## src/rtl/key_reader_pkg.sv

```systemverilog
// Shared constants for the DE2 pushbutton reader: FSM state encodings and
// default timing derived from the 50 MHz board clock.
package key_reader_pkg;

  localparam int DEFAULT_DEBOUNCE_CYCLES = 1000000;  // 20 ms at 50 MHz
  localparam int DEFAULT_TICK_CYCLES     = 50000;    // 1 ms at 50 MHz

  localparam logic [1:0] IDLE         = 2'd0;
  localparam logic [1:0] PRESS_WAIT   = 2'd1;
  localparam logic [1:0] PRESSED      = 2'd2;
  localparam logic [1:0] RELEASE_WAIT = 2'd3;

endpackage

```

## src/rtl/sync2.sv

```systemverilog
// Two-flop synchronizer for an asynchronous board input; the reset value lets
// active-low buttons and switches come out of reset in their idle state.
module sync2 #(
  parameter logic RESET_VALUE = 1'b1
) (
  input  logic clk,
  input  logic rst,
  input  logic d,
  output logic q
);

  logic meta;

  always_ff @(posedge clk or posedge rst) begin
    if (rst) begin
      meta <= RESET_VALUE;
      q    <= RESET_VALUE;
    end else begin
      meta <= d;
      q    <= meta;
    end
  end

endmodule

```

## src/rtl/key_reader.sv

```systemverilog
// Debounced reader for one active-low DE2 KEY: clean level, press/release
// pulses, hold duration in ticks and a one-shot long-press pulse.
module key_reader
  import key_reader_pkg::*;
#(
  parameter int DEBOUNCE_CYCLES = DEFAULT_DEBOUNCE_CYCLES,
  parameter int TICK_CYCLES     = DEFAULT_TICK_CYCLES,
  parameter int DUR_W           = 16,
  parameter int LONG_TICKS      = 1000
) (
  input  logic             CLOCK_50,
  input  logic             RESET,
  input  logic             key_n,
  output logic             pressed,
  output logic             press_pulse,
  output logic             release_pulse,
  output logic             long_press,
  output logic [DUR_W-1:0] duration,
  output logic             duration_valid
);

  localparam int DEB_W  = $clog2(DEBOUNCE_CYCLES) + 1;
  localparam int TICK_W = $clog2(TICK_CYCLES) + 1;

  localparam logic [DEB_W-1:0]  DEB_LAST  = DEB_W'(DEBOUNCE_CYCLES - 1);
  localparam logic [TICK_W-1:0] TICK_LAST = TICK_W'(TICK_CYCLES - 1);
  localparam logic [DUR_W-1:0]  DUR_MAX   = '1;
  localparam logic [DUR_W-1:0]  LONG_AT   = DUR_W'(LONG_TICKS);

  logic              key_s;
  logic [1:0]        state;
  logic [DEB_W-1:0]  deb_cnt;
  logic [TICK_W-1:0] tick_cnt;
  logic [DUR_W-1:0]  dur_cnt;
  logic              long_done;
  logic              timing;

  sync2 #(
    .RESET_VALUE(1'b1)
  ) u_sync (
    .clk(CLOCK_50),
    .rst(RESET),
    .d  (key_n),
    .q  (key_s)
  );

  // Hold time keeps running through release bounces and the release window.
  assign timing = (state == PRESSED) || (state == RELEASE_WAIT);

  always_ff @(posedge CLOCK_50 or posedge RESET) begin
    if (RESET) begin
      state          <= IDLE;
      deb_cnt        <= '0;
      tick_cnt       <= '0;
      dur_cnt        <= '0;
      long_done      <= 1'b0;
      pressed        <= 1'b0;
      press_pulse    <= 1'b0;
      release_pulse  <= 1'b0;
      long_press     <= 1'b0;
      duration       <= '0;
      duration_valid <= 1'b0;
    end else begin
      press_pulse    <= 1'b0;
      release_pulse  <= 1'b0;
      long_press     <= 1'b0;
      duration_valid <= 1'b0;

      if (timing) begin
        if (tick_cnt == TICK_LAST) begin
          tick_cnt <= '0;
          if (dur_cnt != DUR_MAX) begin
            dur_cnt <= dur_cnt + 1'b1;
          end
        end else begin
          tick_cnt <= tick_cnt + 1'b1;
        end
        if ((dur_cnt == LONG_AT) && !long_done) begin
          long_press <= 1'b1;
          long_done  <= 1'b1;
        end
      end

      // Press acceptance restarts hold timing; later assignments win.
      case (state)
        IDLE: begin
          if (!key_s) begin
            state   <= PRESS_WAIT;
            deb_cnt <= '0;
          end
        end
        PRESS_WAIT: begin
          if (key_s) begin
            state <= IDLE;
          end else if (deb_cnt == DEB_LAST) begin
            state       <= PRESSED;
            press_pulse <= 1'b1;
            pressed     <= 1'b1;
            tick_cnt    <= '0;
            dur_cnt     <= '0;
            long_done   <= 1'b0;
          end else begin
            deb_cnt <= deb_cnt + 1'b1;
          end
        end
        PRESSED: begin
          if (key_s) begin
            state   <= RELEASE_WAIT;
            deb_cnt <= '0;
          end
        end
        RELEASE_WAIT: begin
          if (!key_s) begin
            state <= PRESSED;
          end else if (deb_cnt == DEB_LAST) begin
            state          <= IDLE;
            release_pulse  <= 1'b1;
            duration_valid <= 1'b1;
            duration       <= dur_cnt;
            pressed        <= 1'b0;
          end else begin
            deb_cnt <= deb_cnt + 1'b1;
          end
        end
        default: state <= IDLE;
      endcase
    end
  end

endmodule

```

## config.mk

```make
export PLATFORM = sky130hd
export DESIGN_NAME = key_reader
export DESIGN_NICKNAME = d
export VERILOG_FILES = /design/src/rtl/key_reader_pkg.sv /design/src/rtl/sync2.sv /design/src/rtl/key_reader.sv
export SDC_FILE = /design/constraint.sdc
export NUM_CORES = 1
export LEC_CHECK = 0
export ABC_AREA = 1
export CORE_ASPECT_RATIO = 1.1
export CORE_MARGIN = 10
export CORE_UTILIZATION = 60
export DETAILED_ROUTE_END_ITERATION = 10
export PLACE_DENSITY = 0.8
export SYNTH_ARGS = -nofsm -noshare
export SYNTH_HDL_FRONTEND = slang
export SYNTH_SLANG_ARGS = --single-unit
```

## constraint.sdc

```tcl
create_clock -name CLOCK_50 -period 3.1 [get_ports CLOCK_50]
set_input_delay 0.465 -clock CLOCK_50 [delete_from_list [all_inputs] [get_ports CLOCK_50]]
set_output_delay 0.465 -clock CLOCK_50 [all_outputs]
set_load 0.1 [all_outputs]
```

Word-level counts from Yosys, hierarchy flattened
Cells that the tools add are included.

storage, ports and cells
  output and inout port bits = 21
  word-level logic and storage cells = 80
  register bits = 79

cells by class
  multiplexer cells = 41
  equality and inequality tests = 15
  add/subtract/negate cells = 3
  reduce and logical (&&, ||, !) cells = 9

operator list
  kind                                                                count
  21-bit two-way mux                                                  5
  16-bit two-way mux                                                  6
  17-bit two-way mux                                                  5
  21-bit one-hot mux with 4 select lines                              1
  21-bit by 1-bit adder with 21-bit output (second input constant)    1
  21-bit by 20-bit == test with 1-bit output (second input constant)  1
  17-bit by 1-bit adder with 17-bit output (second input constant)    1
  17-bit by 16-bit == test with 1-bit output (second input constant)  1
  16-bit by 1-bit adder with 16-bit output (second input constant)    1
  16-bit by 10-bit == test with 1-bit output (second input constant)  1
  1-bit two-way mux                                                   16
  16-bit != test (second input constant)                              1
  2-bit two-way mux                                                   6
  2-bit one-hot mux with 4 select lines                               1
  4-bit AND reduction                                                 2
  2-bit by 1-bit != test with 1-bit output (second input constant)    3
  2-bit != test (second input constant)                               3
  5-bit AND reduction                                                 1
  2-bit == test (second input constant)                               2
  3-bit by 2-bit != test with 1-bit output (second input constant)    1
  3-bit != test (second input constant)                               1
  3-bit AND reduction                                                 1
  2-bit by 1-bit == test with 1-bit output (second input constant)    1
  2-bit logical NOT                                                   1
  other kinds (5)                                                     5

Depth between registers and ports, before layout
  depth after elaboration = 7
  depth in mapped cells = 10
  mapped depth without buffers = 10

Hierarchy
Synthesis repeated with hierarchy kept, for this count alone.

second synthesis, totals
  cell total of the unflattened synthesis = 628
  area total of the unflattened synthesis = 4579.4 sq um

modules (own cells, without submodules)
  module      instances  seq. area each (sq um)  cells an instance  area an instance (sq um)
  key_reader  1          1926.8                  625                4523.1
  sync2       1          52.6                    3                  56.3

Worst setup path before layout
No wires, ideal clock.

  path kind = reg-to-output
  start point = reg duration_valid (netlist name)
  end point = out release_pulse
  cell stages (with the launch flop) = 2
  required time = 2.635 ns
  arrival time = 1.324 ns
  path buffers = 1
  path slack = 1.311 ns
  cell sequence = dfrtp_1 buf_4

RTL lines
  item           RTL line          RTL
  end, declared  key_reader.sv:16  output logic release_pulse,

Worst setup path after layout
  start point = reg deb_cnt[0]
  end point = reg duration[2]

between the ends
  cells in the longest elaborated chain, start to end = 2

ends and longest elaborated chain
  item                                        RTL line           RTL
  start, declared                             key_reader.sv:32   logic [DEB_W-1:0] deb_cnt;
  start signal, assigned                      key_reader.sv:103  deb_cnt <= deb_cnt + 1'b1;
  start signal, assigned                      key_reader.sv:122  deb_cnt <= deb_cnt + 1'b1;
  21-bit by 20-bit == test with 1-bit output  key_reader.sv:115  end else if (deb_cnt == DEB_LAST) begin
  3-bit AND reduction (no line)               -
  end signal, assigned                        key_reader.sv:119  duration <= dur_cnt;
  end, declared                               key_reader.sv:18   output logic [DUR_W-1:0] duration,

No other way between the ends.
A chain may end at the register's enable or synchronous reset.

==> run metrics <==
Hold EP u_sync.q; Sink Count a little under 80; Nets ~650; global-route wire length before repair 17900 µm; core area roughly 7400 µm²; post-synthesis register bit count 79; CTS clk-pin slew, worst paths roughly 0.09 ns; Yosys cell types 35; Routed WL approximately 10000 µm; CTS Buffer Depth 2; Syn Inst Count between 600 and 700; pwr/cell area roughly 370 nW/µm²; Register Area roughly 2000 µm²; area delta synth->final 9.32%; R2R Setup Slk approximately 1.1 ns; Tot GR Track Use 19.0%; Mapped Avg Cell Area ~7.4 µm²; Setup TNS 0 ns; CP max FO 32; root buf cell clkbuf_8; Fin. Hold Viols 0; worst slew pin tran about 0.6 ns; fraction of layout cells with a size suffix above 1 about an eighth; mapped cell area 4570 µm²; die height around 110 µm; min-delay src u_sync.meta; vias per cell ~5.5; Fill cells around 650; post-DP HPWL ~7700 µm; number of port buffers 23; CP startpoint kind flop; Final Setup Violations 0; combined area of the multi-input logic cells ~2200 µm²; top cells by area, synth dfrtp_1 42%, nand2_1 12%, nor2_1 7.8%; Relative slew margins between 60 and 70%; Iter 0 DRT Violations between 200 and 300; initial antenna violation count 0; Vias between 4000 and 5000; most frequent cells in the layout 142 x nand2_1, 95 x nor2_1, 77 x dfrtp_1, 70 x inv_1, 55 x nand3_1; top cell type's share of synthesized area approximately 42%; area leader, netlist dfrtp_1; Leakage Power roughly 2.3 nW; largest net degree at the start of global routing 80; crit path capture type flop; R2R depth 5; critical path data required time 3.38 ns; Rows 33; Max VDD drop 0.241 mV; htree depth 3; n_diodes 0; Hold Crit Class reg2reg; Syn Nets about 620; CP Class reg2reg; DRC 0; fin. max-slew vios 0; Ports 24; fin crit share 63.0%; RSZ-0062 raised after global routing false; Worst Skew about 0.011 ns; wire per inst ~14 µm; post-route ant nets 0; R2R Path End duration[2]; Starting Density about three fifths; die area 11500 µm²; Num CTS Buffers 9; hold path depth 0; worst path arrival time 2.23 ns; vias in the first global route roughly 3800; hold_buf cts 0; Remaining Overflow, GRT 0; clock tree from TritonCTS done; Final GP Congestion just under 1; Die W slightly above 100 µm; Pwr Total around 0.0019 W; PostCTS Resize Cnt 0; Syn. warnings 0; Fmax slightly above 0.5 GHz; worst r2r src deb_cnt[0]; most common cell after layout, fill and taps aside nand2_1; sequential-to-total area share from yosys stat between 40% and 50%; max-cap violations 0; min Tclk post-route around 2.0 ns; clk_lat worst skew between 0.3 and 0.4 ns; outcome finished, final reports clean; first-pass detailed-route iteration total 5; Setup Buffers After CTS 0
[area by class of cell]
class | count | share of cell area, %
Clock buffer | 10 | 2.76
Clock inverter | 6 | 1.00
Inverter | 78 | 5.94
Multi-Input combinational cell | 447 | 44.3
Sequential cell | 79 | 39.7
Tap cell | 87 | 2.18
Timing Repair Buffer | 25 | 4.11
[power breakdown]
part / internal [W] / switching (W)
Clock: 0.000324 / 0.000422
Sequential: 0.00104 / 0.00000740
Combinational: 0.0000147 / 0.0000454
Total: 0.00138 / 0.000474
[worst max-delay path, stage by stage, from the launching register on]
cell     delay, ns
dfrtp_1       0.44
ha_1          0.30
nand3_4       0.15
nor2_8        0.17
nand3_2       0.45
o21ai_0       0.35
[metrics by stage]
step | util [%] | std cells | area, µm² | hold WS [ns] | setup WS (ns)
finish | 67.2 | 732 | 4990 | 0.361 | 1.15
global route | 67.2 | 732 | 4990 | 0.365 | 0.844
floorplan | - | 616 | 4570 | 0.345 | 0.615
CTS | 67.2 | 732 | 4990 | 0.364 | 1.13
detailed placement | 64.6 | 716 | 4800 | 0.347 | 1.15
global placement | 64.6 | 716 | 4800 | 0.350 | 1.22
[synth_stat cells (all sizes together)]
cell / count
nand2: 144
nor2: 104
inv: 78
dfrtp: 77
nand3: 59
o21ai: 53
nand4: 27
nor3: 19
a21oi: 14
xor2: 12
buf: 11
ha: 4
o31ai: 4
dfstp: 2
or2: 2
xnor2: 2
and2: 1
and3: 1
clkbuf: 1
nor4: 1
[sequential cells by signal, indices dropped and copies added, names as in the netlist, named ones only]
| name | count |
|---|---|
| deb_cnt | 21 |
| dur_cnt | 16 |
| duration | 16 |
| duration_valid | 1 |
| long_done | 1 |
| long_press | 1 |
| press_pulse | 1 |
| pressed | 1 |
| state | 1 |
| tick_cnt | 17 |
| u_sync.meta | 1 |
| u_sync.q | 1 |
[layer usage]
layer | share of wire [%] | track usage, % | vias up
met2 | 48 | 29.9 | 104
met5 | 0 | 0 | -
met1 | 46 | 25.3 | 1894
li1 | - | - | 2044
met3 | 3.8 | 2.23 | 18
met4 | 2.6 | 9.10 | 0
[worst max path at each step]
stage	start	end	slack (ns)	depth (start not counted)
final	deb_cnt[0]	duration[2]	1.15	5
after global routing	deb_cnt[12]	duration[2]	0.84	6
after CTS	deb_cnt[0]	duration[2]	1.13	5
after detailed placement	deb_cnt[0]	duration[2]	1.15	5
after global placement	deb_cnt[12]	duration[1]	1.22	6
after floorplan	RESET	async pin	0.61	1
[cells by family (layout without fill, tap and decap cells)]
group / count (synthesis) / in the layout / share of synthesized area (%)
and+or+nand+nor: 358 / 358 / 35.6
buffers and inverters: 90 / 119 / 8.17
DFF: 79 / 79 / 43.4
AOI/OAI and AO/OA: 71 / 71 / 9.07
xor gates and xnor gates: 14 / 14 / 2.69
adders and majority gates: 4 / 4 / 1.10
Power figures use the tool's default switching activity.
